==> config.mk <==
export PLATFORM = sky130hd
export DESIGN_NAME = pipeline_ctrl
export DESIGN_NICKNAME = d
export VERILOG_FILES = /design/src/rtl/pipeline_pkg.sv /design/src/rtl/pipe_perf_cnt.sv /design/src/rtl/pipeline_ctrl.sv
export SDC_FILE = /design/constraint.sdc
export NUM_CORES = 1
export LEC_CHECK = 0
export ABC_AREA = 1
export CAP_MARGIN = 30
export CORE_MARGIN = 2
export CORE_UTILIZATION = 28
export CTS_CLUSTER_DIAMETER = 50
export DETAILED_ROUTE_END_ITERATION = 12
export GPL_TIMING_DRIVEN = 0
export MAX_ROUTING_LAYER = met4
export PLACE_DENSITY = 0.52
export SLEW_MARGIN = 0
export SYNTH_ARGS = -nofsm -noshare
export SYNTH_HDL_FRONTEND = slang
export SYNTH_SLANG_ARGS = --single-unit
==> constraint.sdc <==
create_clock -name clk_i -period 3.6 [get_ports clk_i]
set_input_delay 0.72 -clock clk_i [delete_from_list [all_inputs] [get_ports clk_i]]
set_output_delay 0.72 -clock clk_i [all_outputs]
set_load 0.1 [all_outputs]
==> src/rtl/pipeline_pkg.sv <==
// Shared types and constants for the RV32 pipeline stall/flush scheduler.
// Latency: n/a (declarations only).
// Backpressure: n/a.
package pipeline_pkg;

  // Default configuration
  localparam int MC_LATENCY_DEF  = 8;
  localparam int MEM_TIMEOUT_DEF = 64;

  // Counter widths cover the full legal parameter ranges (255 and 1023)
  localparam int MC_CNT_W  = 8;
  localparam int MEM_CNT_W = 10;

  // State encodings, kept as plain constants for legacy consumers of state_o
  localparam logic [1:0] ST_RUN      = 2'b00;
  localparam logic [1:0] ST_MC_WAIT  = 2'b01;
  localparam logic [1:0] ST_MEM_WAIT = 2'b10;

  typedef enum logic [1:0] {
    RUN      = ST_RUN,
    MC_WAIT  = ST_MC_WAIT,
    MEM_WAIT = ST_MEM_WAIT
  } ctrl_state_t;

  // Stall/flush enables for the PC and every pipeline register
  typedef struct packed {
    logic stall_pc;
    logic stall_f2d;
    logic stall_d2e;
    logic stall_e2m;
    logic stall_m2w;
    logic flush_f2d;
    logic flush_d2e;
    logic flush_e2m;
    logic flush_m2w;
  } stage_ctrl_t;

  localparam stage_ctrl_t CTRL_IDLE = '0;

  // A register that is held cannot also take a bubble: the hold wins.
  function automatic stage_ctrl_t resolve_ctrl(input stage_ctrl_t c);
    stage_ctrl_t r;
    r           = c;
    r.flush_f2d = c.flush_f2d & ~c.stall_f2d;
    r.flush_d2e = c.flush_d2e & ~c.stall_d2e;
    r.flush_e2m = c.flush_e2m & ~c.stall_e2m;
    r.flush_m2w = c.flush_m2w & ~c.stall_m2w;
    return r;
  endfunction

endpackage

==> src/rtl/pipe_perf_cnt.sv <==
// Saturating event counter for pipeline performance monitoring.
// Latency: count visible one cycle after the counted event.
// Backpressure: none; clear has priority over increment. Built only with PIPELINE_CTRL_PERF_EN.
`ifdef PIPELINE_CTRL_PERF_EN
module pipe_perf_cnt #(
  parameter int WIDTH = 32
) (
  input  logic             clk_i,
  input  logic             rst_i,
  input  logic             clr_i,
  input  logic             inc_i,
  output logic [WIDTH-1:0] cnt_o
);

  logic [WIDTH-1:0] cnt_q;

  // Count events, sticking at all-ones instead of wrapping
  always_ff @(posedge clk_i or posedge rst_i) begin
    if (rst_i) begin
      cnt_q <= '0;
    end else if (clr_i) begin
      cnt_q <= '0;
    end else if (inc_i && (cnt_q != '1)) begin
      cnt_q <= cnt_q + WIDTH'(1);
    end
  end

  assign cnt_o = cnt_q;

endmodule
`endif

==> src/rtl/pipeline_ctrl.sv <==
// Central stall/flush scheduler for the 5-stage RV32 pipeline (memory wait > multi-cycle > redirect > load-use).
// Latency: all stall/flush enables are combinational from state, counters and inputs.
// Backpressure: a memory wait freezes every stage (including a running multi-cycle count). Optional perf counters: PIPELINE_CTRL_PERF_EN.
module pipeline_ctrl
  import pipeline_pkg::*;
#(
  parameter int ADDR_WIDTH  = 5,
  parameter int MC_LATENCY  = MC_LATENCY_DEF,
  parameter int MEM_TIMEOUT = MEM_TIMEOUT_DEF
) (
  input  logic                  clk_i,
  input  logic                  rst_i,
  input  logic [ADDR_WIDTH-1:0] rs1D_i,
  input  logic [ADDR_WIDTH-1:0] rs2D_i,
  input  logic [ADDR_WIDTH-1:0] rdE_i,
  input  logic                  result_srcE_i,
  input  logic                  pc_srcE_i,
  input  logic                  mc_startE_i,
  input  logic                  mem_reqM_i,
  input  logic                  mem_ackM_i,
  output logic                  stallPC_o,
  output logic                  stallFtoD_o,
  output logic                  stallDtoE_o,
  output logic                  stallEtoM_o,
  output logic                  stallMtoW_o,
  output logic                  flushFtoD_o,
  output logic                  flushDtoE_o,
  output logic                  flushEtoM_o,
  output logic                  flushMtoW_o,
  output logic                  mc_busy_o,
  output logic                  mem_err_o,
`ifdef PIPELINE_CTRL_PERF_EN
  input  logic                  perf_clr_i,
  output logic [31:0]           stall_cycles_o,
  output logic [31:0]           flush_events_o,
`endif
  output logic [1:0]            state_o
);

  ctrl_state_t          state_q, state_d;
  ctrl_state_t          ret_q, ret_d;       // state suspended by a memory wait
  ctrl_state_t          eff_state;          // state governing a non-waiting cycle
  logic [MC_CNT_W-1:0]  mc_cnt_q, mc_cnt_d;
  logic [MEM_CNT_W-1:0] mem_cnt_q, mem_cnt_d;
  logic                 mem_err_q, mem_err_d;
  logic                 load_use;
  logic                 mem_pending;
  logic                 mem_timeout;
  logic                 mem_stall;
  logic                 busy;
  stage_ctrl_t          ctrl_raw, ctrl;

  assign load_use = result_srcE_i && (rdE_i != '0) &&
                    ((rdE_i == rs1D_i) || (rdE_i == rs2D_i));

  // The timeout cycle lets the faulting access retire, so it is not a stall.
  assign mem_pending = mem_reqM_i && !mem_ackM_i;
  assign mem_timeout = mem_pending && (state_q == MEM_WAIT) &&
                       (mem_cnt_q == MEM_CNT_W'(MEM_TIMEOUT - 1));
  assign mem_stall   = mem_pending && !mem_timeout;

  // Once the memory wait ends, the cycle behaves as the suspended state (RUN on timeout)
  always_comb begin
    eff_state = state_q;
    if (state_q == MEM_WAIT) begin
      eff_state = mem_timeout ? RUN : ret_q;
    end
  end

  // Prioritised next-state and raw stall/flush selection
  always_comb begin
    state_d   = state_q;
    ret_d     = ret_q;
    mc_cnt_d  = mc_cnt_q;
    mem_cnt_d = mem_cnt_q;
    mem_err_d = mem_err_q | mem_timeout;
    ctrl_raw  = CTRL_IDLE;
    busy      = 1'b0;

    if (mem_stall) begin
      // Freeze everything; the multi-cycle counter holds its value
      ctrl_raw.stall_pc  = 1'b1;
      ctrl_raw.stall_f2d = 1'b1;
      ctrl_raw.stall_d2e = 1'b1;
      ctrl_raw.stall_e2m = 1'b1;
      ctrl_raw.stall_m2w = 1'b1;
      ctrl_raw.flush_m2w = 1'b1;
      state_d            = MEM_WAIT;
      if (state_q == MEM_WAIT) begin
        mem_cnt_d = mem_cnt_q + MEM_CNT_W'(1);
      end else begin
        ret_d     = state_q;
        mem_cnt_d = '0;
      end
      busy = (state_q == MC_WAIT) || ((state_q == MEM_WAIT) && (ret_q == MC_WAIT));
    end else begin
      state_d   = RUN;
      mem_cnt_d = '0;
      if ((eff_state == MC_WAIT) && (mc_cnt_q != '0)) begin
        // Multi-cycle op still occupying E: hold front end, bubble into M
        busy               = 1'b1;
        ctrl_raw.stall_pc  = 1'b1;
        ctrl_raw.stall_f2d = 1'b1;
        ctrl_raw.stall_d2e = 1'b1;
        ctrl_raw.flush_e2m = 1'b1;
        mc_cnt_d           = mc_cnt_q - MC_CNT_W'(1);
        state_d            = MC_WAIT;
      end else begin
        // RUN, or the final multi-cycle cycle where E advances; the op's own
        // mc_startE_i must not restart the unit on that final cycle.
        busy = (eff_state == MC_WAIT);
        if ((eff_state == RUN) && mc_startE_i) begin
          busy               = 1'b1;
          ctrl_raw.stall_pc  = 1'b1;
          ctrl_raw.stall_f2d = 1'b1;
          ctrl_raw.stall_d2e = 1'b1;
          ctrl_raw.flush_e2m = 1'b1;
          mc_cnt_d           = MC_CNT_W'(MC_LATENCY - 2);
          state_d            = MC_WAIT;
        end else if (pc_srcE_i) begin
          // Redirect discards F and D, including any load-use dependent
          ctrl_raw.flush_f2d = 1'b1;
          ctrl_raw.flush_d2e = 1'b1;
        end else if (load_use) begin
          ctrl_raw.stall_pc  = 1'b1;
          ctrl_raw.stall_f2d = 1'b1;
          ctrl_raw.flush_d2e = 1'b1;
        end
      end
    end
  end

  // State, counters and sticky error; reset abandons any wait immediately
  always_ff @(posedge clk_i or posedge rst_i) begin
    if (rst_i) begin
      state_q   <= RUN;
      ret_q     <= RUN;
      mc_cnt_q  <= '0;
      mem_cnt_q <= '0;
      mem_err_q <= 1'b0;
    end else begin
      state_q   <= state_d;
      ret_q     <= ret_d;
      mc_cnt_q  <= mc_cnt_d;
      mem_cnt_q <= mem_cnt_d;
      mem_err_q <= mem_err_d;
    end
  end

  // Outputs are forced quiet while reset is held
  always_comb begin
    ctrl = rst_i ? CTRL_IDLE : resolve_ctrl(ctrl_raw);
  end

  assign stallPC_o   = ctrl.stall_pc;
  assign stallFtoD_o = ctrl.stall_f2d;
  assign stallDtoE_o = ctrl.stall_d2e;
  assign stallEtoM_o = ctrl.stall_e2m;
  assign stallMtoW_o = ctrl.stall_m2w;
  assign flushFtoD_o = ctrl.flush_f2d;
  assign flushDtoE_o = ctrl.flush_d2e;
  assign flushEtoM_o = ctrl.flush_e2m;
  assign flushMtoW_o = ctrl.flush_m2w;
  assign mc_busy_o   = busy && !rst_i;
  assign mem_err_o   = mem_err_q;
  assign state_o     = state_q;

`ifdef PIPELINE_CTRL_PERF_EN
  pipe_perf_cnt #(.WIDTH(32)) u_stall_cnt (
    .clk_i (clk_i),
    .rst_i (rst_i),
    .clr_i (perf_clr_i),
    .inc_i (ctrl.stall_pc),
    .cnt_o (stall_cycles_o)
  );

  pipe_perf_cnt #(.WIDTH(32)) u_flush_cnt (
    .clk_i (clk_i),
    .rst_i (rst_i),
    .clr_i (perf_clr_i),
    .inc_i (ctrl.flush_f2d),
    .cnt_o (flush_events_o)
  );
`endif

endmodule

==> impl_metrics.json <==
{
  "status": "complete, no violations",
  "placed_cell_area_sq_um": 1940,
  "nFillCells": 546,
  "arrival_ns": 2.73,
  "startpoint_type": "input port",
  "syn2layout_area_growth_pct": 33.5,
  "seq_area_frac_synth_pct": 38.9,
  "synth-async-reset-ratio_pct": 100,
  "finalSetupViolCount": 0,
  "worstMarginPinSlew_ns": 0.986,
  "yosysTopAreaCell": "dfrtp_1",
  "relSlewSlack_pct": 34.0,
  "synth-simple-area-share_pct": 34.4,
  "hold_viol_final": 0,
  "seqPwrFrac_pct": 30.3,
  "rsz0062_at_grt": "no",
  "synth_edf_count": 0,
  "fmax_mhz": 290,
  "final_antenna_net_count": 0,
  "grtUsageMet2_pct": 18.0,
  "dpl.hpwl_mm": 2.39,
  "synth_nets": 213,
  "grt_pass1_vias": 1252,
  "min_period_over_period_pct": 95.9,
  "dieArea_sq_um": 5890,
  "ff_latch_area_sq_um": 576,
  "viasPerCell": 4.20,
  "clkLatencyLatePin_ns": 0.26,
  "yosysMostFrequentCell": "nand2_1",
  "antenna_found_initial": 0,
  "multi_input_area_sq_um": 802,
  "worst-path-max-fanout": 10,
  "setup_ws_ns": 0.147,
  "netlist_top_cells_count": "nand2_1 (45), nor2_1 (24), dfrtp_1 (23)",
  "worst-setup-path-type": "input port to output pin",
  "yosysTopAreaCellShare_pct": 38.9,
  "grtUsageMet3_pct": 2.59,
  "power.share.clock_pct": 14.0,
  "final_max_slew_viol_count": 0,
  "p_leak_nw": 0.918,
  "switchingPower_w": 0.000574,
  "dp.cells": 292,
  "grtUsageMet1_pct": 15.0,
  "syn_area_sq_um": 1480,
  "intPower_w": 0.000584,
  "grt_max_degree": 21,
  "synth_fa_ha_area_share_pct": 2.53,
  "routed_wl_mm": 2.98,
  "fin_worst_skew_ns": 0.00193,
  "syn_inst": 188,
  "p_per_area_nw_per_um2": 586,
  "die_x_um": 76.7,
  "place_ws_ns": -0.484,
  "final_cell_area_sq_um": 1980,
  "ys_seq_elements": 23,
  "track_usage_pct": 11.8,
  "io-pin-count": 35,
  "gp_congestion": 0.810,
  "grt_first_pass_wirelength_mm": 5.50,
  "initial_core_util_pct": 29.0,
  "num_vias": 1242,
  "overflow": 0,
  "busiest_layer": "met2",
  "drtPass1Iterations": 4,
  "path_clk_slew_ns": 0.08,
  "num_rows": 26,
  "fin_crit_ns": 3.45,
  "drtIter0Drc": 43,
  "muxShareOfSynthArea_pct": 0,
  "combPwrFrac_pct": 55.6,
  "end_kind": "output pin",
  "ir_drop_uv": 343,
  "critical_path_required_ns": 2.88,
  "finalNetCount": 252,
  "clock_sinks": 23,
  "n_antenna_cell": 0,
  "drive_gt1_share_pct": 14.6,
  "cts_tree": "built",
  "portBuffers": 33,
  "die_h_um": 76.7,
  "remaining_drc_errors": 0,
  "hp-class": "flop to flop",
  "synth.yosys.warnings": 0,
  "htreeDepth": 1,
  "cts_setup_buffers": 0,
  "layoutNonFillerInstCount": 296,
  "synth_top_family_by_area": "simple AND/OR/NAND/NOR gates",
  "wire_per_inst_um": 10.1,
  "netlist_top_cells_area": "dfrtp_1 (39%), nand2_1 (11%), xor2_1 (7.1%)",
  "cts_buffer_depth": 2,
  "numCtsBuffers": 3,
  "synth_xor_area_share_pct": 12.4,
  "ys.flop_type": "dfrtp_1",
  "cap_violations": 0,
  "root_buffer": "clkbuf_8",
  "ys_types": 24,
  "avgSynthCellArea_sq_um": 7.88,
  "synth-compound-area-share_pct": 3.97,
  "core_area_sq_um": 5110,
  "p_sw_share_pct": 49.6
}
## sequential cells by signal, summed over array words and instances, names as in the netlist
signal     count
mc_cnt_q       8
ret_q          2
mem_cnt_q     10
mem_err_o      1
state_o        2
## layer usage
layer | routed length, um | up-vias
met2 | 1300 | 32
li1 | - | 667
met1 | 1460 | 539
met4 | 59 | 0
met3 | 158 | 4
met5 | 0 | -
## worst max-delay path, stage by stage
cell             delay, ns
clkdlybuf4s50_1       0.45
inv_1                 0.04
nand2_1               0.07
nor2_1                0.06
nand3_2               0.12
nand2_1               0.08
buf_4                 0.18
nor2_2                0.10
buf_4                 0.11
clkdlybuf4s15_1       0.80
## worst paths after layout
kind	start	cells after the start	endpoint	slack (ns)
setup / recovery	mem_ackM_i	10	stallMtoW_o	0.15
hold / removal	mem_err_o	2	mem_err_o	0.47
setup reg to reg	mem_cnt_q[0]	12	mc_cnt_q[7]	1.77
hold reg to reg	mem_err_o	2	mem_err_o	0.47
max in group asynchronous	rst_i	3	mem_err_o	2.35
min in group asynchronous	rst_i	2	mc_cnt_q[1]	0.84
## layout by cell type, fill, tap and decap left out, drive strengths merged
cell type      netlist  routed
nand3               10      10
o21a                 1       1
clkdlybuf4s15        0       5
o21ai                4       4
conb                 1       1
a31oi                1       1
and3                 1       1
clkdlybuf4s50        0      24
xor2                12      12
clkdlybuf4s18        0       1
nor2                28      28
clkbuf               0       3
nand4                9       9
a21oi                5       5
nand2               51      51
inv                 22      22
ha                   3       3
xnor2                9       9
dfrtp               23      23
clkinv               0       1
buf                  4       7
nor3                 4       4
dlygate4sd2          0       1
## layout make-up
class / count / share of cell area [%]
Clock buffer: 3 / 2.09
Multi-Input combinational cell: 139 / 40.5
Clock inverter: 1 / 0.253
Timing Repair Buffer: 34 / 17.9
Buffer: 4 / 1.52
Tap cell: 70 / 4.43
Sequential cell: 23 / 29.1
Inverter: 22 / 4.17
## cells by family after synthesis
| kind of cell | count (synthesis) |
|---|---|
| AO/OA/AOI/OAI | 11 |
| buffers and inverters | 26 |
| other | 1 |
| adder cells (fa/ha/maj) | 3 |
| XOR/XNOR | 21 |
| flip-flops | 23 |
| AND/OR/NAND/NOR | 103 |
## through the flow
stage	util [%]	power (W)	TNS, ns	hold slack (ns)
after floorplan	-	0.000867	-0.576	0.442
after global placement	37.4	0.00101	-4.95	0.448
after detailed placement	37.9	0.00102	-3.05	0.463
after CTS	38.9	0.00118	0	0.485
after global routing	38.7	0.00126	0	0.503
final	38.7	0.00116	0	0.474
## timing repair
action,CTS,global route
setup endpoints to repair,9,3
resized for setup,23,4
hold buffers,0,0
## power by group through the flow
stage	Clock, W	Combinational [W]	Sequential [W]
final	0.000163	0.000644	0.000352
after floorplan	0	0.000476	0.000391
after detailed placement	0	0.000659	0.000357
after CTS	0.000172	0.000655	0.000352
after global routing	0.000186	0.000715	0.000360
after global placement	0	0.000655	0.000357
Note: power is estimated with default switching activity, not from simulation.
